==> config.mk <==
export PLATFORM = sky130hd
export DESIGN_NAME = seqdet_scan_arbiter_flat
export DESIGN_NICKNAME = d
export VERILOG_FILES = /design/src/rtl/seqdet_scan_arbiter_pkg.sv /design/src/rtl/seqdet_scan_arbiter_if.sv /design/src/rtl/seqdet_scan_arbiter_det.sv /design/src/rtl/seqdet_scan_arbiter.sv /design/src/flat_wrapper.sv
export SDC_FILE = /design/constraint.sdc
export NUM_CORES = 1
export LEC_CHECK = 0
export CAP_MARGIN = 20
export CELL_PAD_IN_SITES_DETAIL_PLACEMENT = 1
export CELL_PAD_IN_SITES_GLOBAL_PLACEMENT = 2
export CORE_ASPECT_RATIO = 1.2
export CORE_MARGIN = 3
export CORE_UTILIZATION = 27
export CTS_CLUSTER_DIAMETER = 150
export DETAILED_ROUTE_END_ITERATION = 10
export GPL_ROUTABILITY_DRIVEN = 0
export GPL_TIMING_DRIVEN = 0
export PLACE_DENSITY = 0.9
export SLEW_MARGIN = 20
export SYNTH_ARGS = -nofsm -noshare
export SYNTH_HDL_FRONTEND = slang
export SYNTH_SLANG_ARGS = --single-unit
==> constraint.sdc <==
create_clock -name clock -period 2 [get_ports clock]
set_input_delay 0.3 -clock clock [delete_from_list [all_inputs] [get_ports clock]]
set_output_delay 0.3 -clock clock [all_outputs]
set_load 0.01 [all_outputs]
==> src/rtl/seqdet_scan_arbiter_pkg.sv <==
// seqdet_scan_arbiter_pkg: controller state encoding, the detected pattern and a count-width helper.
package seqdet_scan_arbiter_pkg;
  typedef enum logic [2:0] {IDLE, CLEAR, SHIFT, DRAIN, RESP} state_t;
  localparam logic [3:0] PATTERN = 4'b1001;
  function automatic int count_width(input int width);
    return $clog2(width + 1);
  endfunction
endpackage

==> src/rtl/seqdet_scan_arbiter_if.sv <==
// seqdet_scan_arbiter_if: word request bus and result response bus.
// Ports: req_valid/req_data/req_ready (per-requester words in), rsp_valid/rsp_id/rsp_count/rsp_ready (result out).
// master = producer/consumer side, slave = arbiter side.
interface seqdet_scan_arbiter_if import seqdet_scan_arbiter_pkg::*; #(
  parameter int NREQ = 4,
  parameter int WIDTH = 8
);
  localparam int CW = count_width(WIDTH);
  localparam int IDW = $clog2(NREQ);
  logic [NREQ-1:0] req_valid;
  logic [NREQ*WIDTH-1:0] req_data;
  logic [NREQ-1:0] req_ready;
  logic rsp_valid;
  logic [IDW-1:0] rsp_id;
  logic [CW-1:0] rsp_count;
  logic rsp_ready;
  modport master (
    output req_valid, req_data, rsp_ready,
    input req_ready, rsp_valid, rsp_id, rsp_count
  );
  modport slave (
    input req_valid, req_data, rsp_ready,
    output req_ready, rsp_valid, rsp_id, rsp_count
  );
endinterface

==> src/rtl/seqdet_scan_arbiter_det.sv <==
// seq1001_det: serial "1001" detector, overlapping, Moore output.
// Ports: clock, reset (sync, active-high), I (serial bit), F (high the cycle after a completing bit).
module seq1001_det import seqdet_scan_arbiter_pkg::*; (
  input logic clock,
  input logic reset,
  input logic I,
  output logic F
);
  typedef enum logic [2:0] {S0, S1, S10, S100, S1001} det_t;
  det_t state, nxt;
  always_ff @(posedge clock)
    state <= reset ? S0 : nxt;
  // Fallbacks keep the longest pattern prefix that is still a suffix of the input;
  // from the match state the trailing '1' restarts a new match.
  always_comb begin
    nxt = S0;
    case (state)
      S0: nxt = (I == PATTERN[3]) ? S1 : S0;
      S1: nxt = (I == PATTERN[2]) ? S10 : S1;
      S10: nxt = (I == PATTERN[1]) ? S100 : S1;
      S100: nxt = (I == PATTERN[0]) ? S1001 : S0;
      S1001: nxt = I ? S1 : S10;
      default: nxt = S0;
    endcase
  end
  assign F = (state == S1001);
endmodule

==> src/rtl/seqdet_scan_arbiter.sv <==
// seqdet_scan_arbiter: round-robin shares one serial "1001" detector among NREQ word producers.
// Ports: clock, reset (sync, active-high), bus (slave side of seqdet_scan_arbiter_if), busy (state != IDLE).
module seqdet_scan_arbiter import seqdet_scan_arbiter_pkg::*; #(
  parameter int NREQ = 4,
  parameter int WIDTH = 8
) (
  input logic clock,
  input logic reset,
  seqdet_scan_arbiter_if.slave bus,
  output logic busy
);
  localparam int CW = count_width(WIDTH);
  localparam int IDW = $clog2(NREQ);
  state_t state, nxt;
  logic [IDW-1:0] last_grant, gsel, idx, rsp_id;
  logic gany, det_hit;
  logic [WIDTH-1:0] shreg;
  logic [CW-1:0] bit_cnt, hits;
  // First valid requester at or after last_grant+1, wrapping.
  always_comb begin
    gsel = '0;
    gany = 1'b0;
    idx = '0;
    for (int k = 1; k <= NREQ; k++) begin
      idx = IDW'((int'(last_grant) + k) % NREQ);
      if (!gany && bus.req_valid[idx]) begin
        gsel = idx;
        gany = 1'b1;
      end
    end
  end
  wire take = (state == IDLE) && gany && !reset;
  assign bus.req_ready = take ? (NREQ'(1) << gsel) : '0;
  always_ff @(posedge clock)
    state <= reset ? IDLE : nxt;
  always_comb begin
    nxt = state;
    case (state)
      IDLE: nxt = gany ? CLEAR : IDLE;
      CLEAR: nxt = SHIFT;
      SHIFT: nxt = (bit_cnt == CW'(WIDTH - 1)) ? DRAIN : SHIFT;
      DRAIN: nxt = RESP;
      RESP: nxt = bus.rsp_ready ? IDLE : RESP;
      default: nxt = IDLE;
    endcase
  end
  always_ff @(posedge clock) begin
    if (reset) begin
      last_grant <= IDW'(NREQ - 1);
      shreg <= '0;
      rsp_id <= '0;
      bit_cnt <= '0;
      hits <= '0;
    end else begin
      if (take) begin
        shreg <= WIDTH'(bus.req_data >> (WIDTH * int'(gsel)));
        rsp_id <= gsel;
        last_grant <= gsel;
      end
      if (state == CLEAR) begin
        bit_cnt <= '0;
        hits <= '0;
      end
      if (state == SHIFT) begin
        shreg <= {shreg[WIDTH-2:0], 1'b0};
        bit_cnt <= bit_cnt + CW'(1);
      end
      // DRAIN picks up a match completed by the last shifted bit.
      if (state == SHIFT || state == DRAIN)
        hits <= hits + CW'(det_hit);
    end
  end
  seq1001_det u_det (
    .clock(clock),
    .reset(reset || (state == CLEAR)),
    .I((state == SHIFT) && shreg[WIDTH-1]),
    .F(det_hit)
  );
  assign bus.rsp_valid = (state == RESP);
  assign bus.rsp_id = rsp_id;
  assign bus.rsp_count = hits;
  assign busy = (state != IDLE);
endmodule

==> src/flat_wrapper.sv <==
// flat-port wrapper written by rule: the top's interface ports become plain ports
module seqdet_scan_arbiter_flat import seqdet_scan_arbiter_pkg::*;
#(
  parameter int NREQ = 4,
  parameter int WIDTH = 8
)
  (clock, reset, busy, bus_req_valid, bus_req_data, bus_rsp_ready, bus_req_ready, bus_rsp_valid, bus_rsp_id, bus_rsp_count);
  seqdet_scan_arbiter_if #(.NREQ(NREQ), .WIDTH(WIDTH)) bus_i ();
  input logic clock;
  input logic reset;
  output logic busy;
  input wire logic [$bits(bus_i.req_valid)-1:0] bus_req_valid;
  input wire logic [$bits(bus_i.req_data)-1:0] bus_req_data;
  input wire logic [$bits(bus_i.rsp_ready)-1:0] bus_rsp_ready;
  output wire logic [$bits(bus_i.req_ready)-1:0] bus_req_ready;
  output wire logic [$bits(bus_i.rsp_valid)-1:0] bus_rsp_valid;
  output wire logic [$bits(bus_i.rsp_id)-1:0] bus_rsp_id;
  output wire logic [$bits(bus_i.rsp_count)-1:0] bus_rsp_count;
  assign bus_i.req_valid = bus_req_valid;
  assign bus_i.req_data = bus_req_data;
  assign bus_i.rsp_ready = bus_rsp_ready;
  assign bus_req_ready = bus_i.req_ready;
  assign bus_rsp_valid = bus_i.rsp_valid;
  assign bus_rsp_id = bus_i.rsp_id;
  assign bus_rsp_count = bus_i.rsp_count;
  seqdet_scan_arbiter #(.NREQ(NREQ), .WIDTH(WIDTH)) u_core (.clock(clock), .reset(reset), .bus(bus_i), .busy(busy));
endmodule
## Word-level counts from Yosys, hierarchy flattened

Cells that the tools add are included.

- Bits in registers: 26
- Input port bits: 39
- Output and inout port bits: 12

- Add/subtract/negate cells: 6
- Magnitude comparators: 4
- Eq/ne operators: 9
- Shift-type cells: 2
- Multiplexer cells: 31
- Reductions and logical operators: 20

Operator list:

| cell | number |
|---|---|
| right shift 32 x 5 -> 8 bit | 1 |
| two-way mux 4 bit | 4 |
| two-way mux 8 bit | 2 |
| case mux 3 bit (5 select lines) | 1 |
| == test 3 x 2 -> 1 bit (second input constant) | 4 |
| < comparator 2 x 3 -> 1 bit (second input constant) | 4 |
| two-way mux 2 bit | 6 |
| case mux 3 bit (4 select lines) | 1 |
| two-way mux 1 bit | 11 |
| binary-select mux 1 bit (select 2 bit) | 4 |
| == test 3 x 1 -> 1 bit (second input constant) | 2 |
| == test 3 bit (second input constant) | 2 |
| logical AND 1 bit | 6 |
| zero test 3 bit | 2 |
| two-way mux 3 bit | 2 |
| nonzero test 2 bit | 3 |
| adder 2 x 1 -> 2 bit (second input constant) | 2 |
| adder 2 bit (second input constant) | 2 |
| adder 4 x 1 -> 4 bit | 1 |
| adder 4 x 1 -> 4 bit (second input constant) | 1 |
| == test 4 x 3 -> 1 bit (second input constant) | 1 |
| zero test 1 bit | 4 |
| OR reduction 2 bit | 2 |
| << shifter 1 x 2 -> 4 bit (first input constant) | 1 |
| 2 further kinds | 3 |

## Logic depth before layout (Yosys ltp)

- Depth in word-level cells: 17
- Gate-level depth with buffers: 7
- Mapped depth without buffers: 7

## Modules after synthesis

From an unflattened synthesis, not the netlist that was laid out.

- Cell total of the unflattened synthesis: 194
- Area, all modules: 1701.6 µm²

By module, submodules not included:

| module | times used | cells an instance | area each (µm²) | sequential area each (µm²) |
|---|---|---|---|---|
| seqdet_scan_arbiter | 1 | 180 | 1575.3 | 460.4 |
| seq1001_det | 1 | 14 | 126.4 | 60.1 |

## Least setup slack after synthesis

No wires, ideal clock.

- Path kind: reg2out
- From: register u_core.state[2]
- To: output port bus_req_ready[0]
- Data arrival time: 1.498 ns
- Path slack: 0.202 ns
- Cell stages (with the launch flop): 7
- Buffers on the path: 2
- Path through: dfxtp_1 > buf_2 > nor3_2 > nand2_2 > or3_1 > buf_4 > nor2_1

- Cells in the longest elaborated chain, start to end: 4

RTL lines:

| element | RTL line | RTL |
|---|---|---|
| start, declared | seqdet_scan_arbiter.sv:14 | `state_t state, nxt;` |
| start signal, assigned | seqdet_scan_arbiter.sv:35 | `state <= reset ? IDLE : nxt;` |
| zero test 3 bit | seqdet_scan_arbiter.sv:32 | `wire take = (state == IDLE) && gany && !reset;` |
| logical AND 1 bit (2 in series) | seqdet_scan_arbiter.sv:32 |  |
| two-way mux 4 bit | seqdet_scan_arbiter.sv:33 | `assign bus.req_ready = take ? (NREQ'(1) << gsel) : '0;` |
| end, declared | flat_wrapper.sv:15 | `output wire logic [$bits(bus_i.req_ready)-1:0] bus_req_ready;` |

No other way between the ends.

## Final worst setup path

- From: register u_core.last_grant[1]
- To: output port bus_req_ready[2]

- Cells in the longest elaborated chain, start to end: 16
- Elaborated cells on any way between the ends: 30
- Classes of those cells: add/sub: 4; shift: 1; mux: 17; reduce/logical: 8

RTL lines:

| element | RTL line | RTL |
|---|---|---|
| start, declared | seqdet_scan_arbiter.sv:15 | `logic [IDW-1:0] last_grant, gsel, idx, rsp_id;` |
| start signal, assigned | seqdet_scan_arbiter.sv:49 | `last_grant <= IDW'(NREQ - 1);` |
| start signal, assigned | seqdet_scan_arbiter.sv:58 | `last_grant <= gsel;` |
| adder 2 x 1 -> 2 bit | seqdet_scan_arbiter.sv:25 | `idx = IDW'((int'(last_grant) + k) % NREQ);` |
| binary-select mux 1 bit (select 2 bit) | seqdet_scan_arbiter.sv:26 | `if (!gany && bus.req_valid[idx]) begin` |
| two-way mux 1 bit (not written as such) | seqdet_scan_arbiter.sv:26 |  |
| two-way mux 1 bit | seqdet_scan_arbiter.sv:26 |  |
| zero test 1 bit | seqdet_scan_arbiter.sv:26 |  |
| logical AND 1 bit | seqdet_scan_arbiter.sv:26 |  |
| two-way mux 1 bit | seqdet_scan_arbiter.sv:26 |  |
| zero test 1 bit | seqdet_scan_arbiter.sv:26 |  |
| logical AND 1 bit | seqdet_scan_arbiter.sv:26 |  |
| two-way mux 1 bit | seqdet_scan_arbiter.sv:26 |  |
| zero test 1 bit | seqdet_scan_arbiter.sv:26 |  |
| logical AND 1 bit | seqdet_scan_arbiter.sv:26 |  |
| two-way mux 1 bit | seqdet_scan_arbiter.sv:26 |  |
| logical AND 1 bit (2 in series) | seqdet_scan_arbiter.sv:32 |  |
| two-way mux 4 bit * | seqdet_scan_arbiter.sv:33 |  |

Every way passes the cells marked *; elsewhere a longest branch is shown, timed or not. The select of a mux whose other input is x is not followed.

==> flow_summary.toml <==
[place]
pre_cts_ws_ps = -1010
port_buffers = 50
place_hpwl_microns = 3720
place_area_sq_um = 2310

[yosys]
synth_nets = 237
yosysTopAreaCellShare_pct = 30.5
yosys.area.top_type = "dfxtp_1"
mappedNetlistArea_sq_um = 1710
synthTopCellsByArea = "dfxtp_1 31%, a22oi_1 5.7%, o211ai_2 5.1%"
synth-seq-cells = 26
ys_types = 54
synthArstFlopShare_pct = 0
synth_warnings = 0
yosys-top-cells-count = "26 x dfxtp_1, 20 x nor2_1, 14 x o21ai_0"
synth_flop_cell = "dfxtp_1"
synth_cells = 195
ys_seq_area_share_pct = 30.5
synth.most_common_cell = "dfxtp_1"
avgSynthCellArea_sq_um = 8.75
synth_enable_flop_cells = 0

[timing]
rsz0062_at_grt = "yes"
worstMarginPinSlew_ps = 512
min_period_over_period_pct = 101
setup_viol = 1
max_freq_mhz = 497
slew_headroom_pct = 65.5
fin_crit_ps = 2010
slew_viol_final = 0
worst_slack_ps = -13.1
finClkSkew_ps = 2.53
finalHoldViolCount = 0

[cts]
clk_pin_slew_ps = 90
cts_buffers = 3
tritoncts = "built"
clockBufferDepth = 2
hold_buffers = 0
cts_sinks = 26
root_buffer = "clkbuf_8"
htreeDepth = 1
clkLatencyLatePin_ps = 280

[route]
wl_microns = 5540
drc = 0
viasPerCell = 5.08
wl_per_cell_microns = 15.9
dr.pass1.iters = 4
drt_iter0_drc = 55
antenna_left = 0
vias = 1772

[setup_path]
cp-start-kind = "register"
critPathKind = "register to output port"
reg2reg_to = "u_core.shreg[0]$_SDFFE_PP0P_"
crit_end = "bus_req_ready[2]"
ff2ff_path_depth = 7
r2r_start = "u_core.last_grant[1]$_SDFFE_PP1P_"
cp_max_fo = 8
rrSetupSlack_ps = 220
startpoint = "u_core.last_grant[1]$_SDFFE_PP1P_"
crit_required_ps = 1700
end_kind = "output port"
worstPathArrival_ps = 1710

[finish]
seq_area_sq_um = 534
drive_above_1_share_pct = 28.8
nNetsFinal = 310
antenna_cells = 0
fill_cells = 722
fin_area_sq_um = 2610
syn_to_final_growth_pct = 53.1
multi_input_area_sq_um = 1200

[global_route]
top_usage_layer = "met2"
gr-usage-met3_pct = 2.70
grt_use_met2_pct = 27.5
grt_max_degree = 16
antenna_found_initial = 0
grt_pass1_wl_microns = 8910
grt_pass1_vias = 1851
track_usage_pct = 15.0
gr-usage-met1_pct = 16.9
grt-ovfl-total = 0

[die]
io_pins = 51
die_h_microns = 93.1
die_w_microns = 78.6
die-area_sq_um = 7310
core_area_sq_um = 6090
initial_core_util_pct = 28.0
core.rowCount = 31

[worst_hold_path]
holdCritPathClass = "register to register"
hold_path.startpoint = "u_core.bus.rsp_id[1]$_SDFFE_PP0P_"

[power]
worst_ir_drop_vdd_uv = 399
p_leak_nw = 1.04
power.density_nw_per_um2 = 886

[job]
max_cap_violations = 0

[run_status]
violations = "negative setup slack"
status = "finished with violations"
## routing by layer
| layer | share of wire, % | up-vias |
|---|---|---|
| met1 | 40 | 855 |
| met2 | 54 | 36 |
| li1 | - | 870 |
| met5 | 0 | - |
| met4 | 2.3 | 0 |
| met3 | 3.2 | 11 |
## kinds of logic (layout without fill, tap and decap cells)
group / count (synthesis) / after routing / synth area share, %
flops: 26 / 26 / 30.5
compound gates: 71 / 71 / 33.9
buf+inv: 15 / 86 / 4.55
xor+xnor: 2 / 2 / 1.03
simple gates: 68 / 69 / 21.1
mux: 10 / 10 / 6.68
fa+ha+maj: 3 / 3 / 2.20
## report_power, final
| part | internal [mW] | switching, mW | total, mW |
|---|---|---|---|
| logic | 0.581 | 0.569 | 1.15 |
| clock network | 0.268 | 0.175 | 0.443 |
| registers | 0.628 | 0.0924 | 0.720 |
## layout by cell type, fill, tap and decap left out, drive strengths merged, types with 2 or more instances in the layout
cell type,n
dlygate4sd2,3
clkbuf,7
nor2b,3
o21bai,2
a21bo,7
or2,8
o21ai,15
nand3b,2
nand4,2
nand2,10
a21oi,10
nand3,8
mux2i,9
nor2,21
a31oi,2
a211oi,3
a21o,2
buf,27
a211o,2
a22oi,13
and2,2
dfxtp,26
inv,5
ha,3
clkdlybuf4s50,41
o211ai,7
nor3b,3
nor3,6
## layout make-up
cell class	instances	share of cell area, %
multi-input combinational	155	45.9
timing repair buffer	70	24.8
sequential	26	20.5
tap	82	3.93
clock buffer	3	1.58
buffer	7	1.49
clock inverter	1	1.15
inverter	5	0.719
## worst max-delay path, cell delays in order, from the launching register on
cell	delay, ps
dfxtp_2	330
buf_6	130
nand3b_1	140
a31oi_4	230
nor3b_4	250
buf_6	140
and2_4	130
buf_6	90
## worst min-delay path by stage
| stage | to | cells after the start |
|---|---|---|
| floorplan | u_core.u_det.state[2]$_SDFF_PP0_ | 2 |
| finish | u_core.bus.rsp_id[1]$_SDFFE_PP0P_ | 2 |
| global placement | u_core.u_det.state[2]$_SDFF_PP0_ | 2 |
| detailed placement | u_core.bus.rsp_id[1]$_SDFFE_PP0P_ | 2 |
| global route | u_core.bit_cnt[3]$_SDFFE_PP0P_ | 2 |
| CTS | u_core.u_det.state[2]$_SDFF_PP0_ | 2 |
## state kept, by name, indices dropped and copies added, names as in the netlist
name	count
u_core.bit_cnt	4
u_core.bus.rsp_count	4
u_core.bus.rsp_id	2
u_core.last_grant	2
u_core.shreg	8
u_core.state	3
u_core.u_det.state	3
## metrics by stage
| stage | instances | utilization (%) | hold slack [ps] | setup TNS (ps) | power (mW) |
|---|---|---|---|---|---|
| 6_report | 349 | 42.9 | 514 | -13.1 | 2.31 |
| 5_1_grt | 349 | 42.9 | 553 | -222 | 2.46 |
| 4_1_cts | 343 | 41.5 | 519 | -127 | 2.26 |
| 3_5_place_dp | 327 | 37.9 | 500 | -10000 | 1.61 |
| 3_3_place_gp | 327 | 37.9 | 498 | -9380 | 1.60 |
| 2_1_floorplan | 195 | - | 452 | 0 | 1.31 |
## timing repair
item,in CTS,in global routing
resized for setup,42,10
pin swaps,9,6
setup buffers,13,7
setup endpoints to repair,15,14
cloned,1,0
No activity file was read; power rests on OpenSTA's default activity.
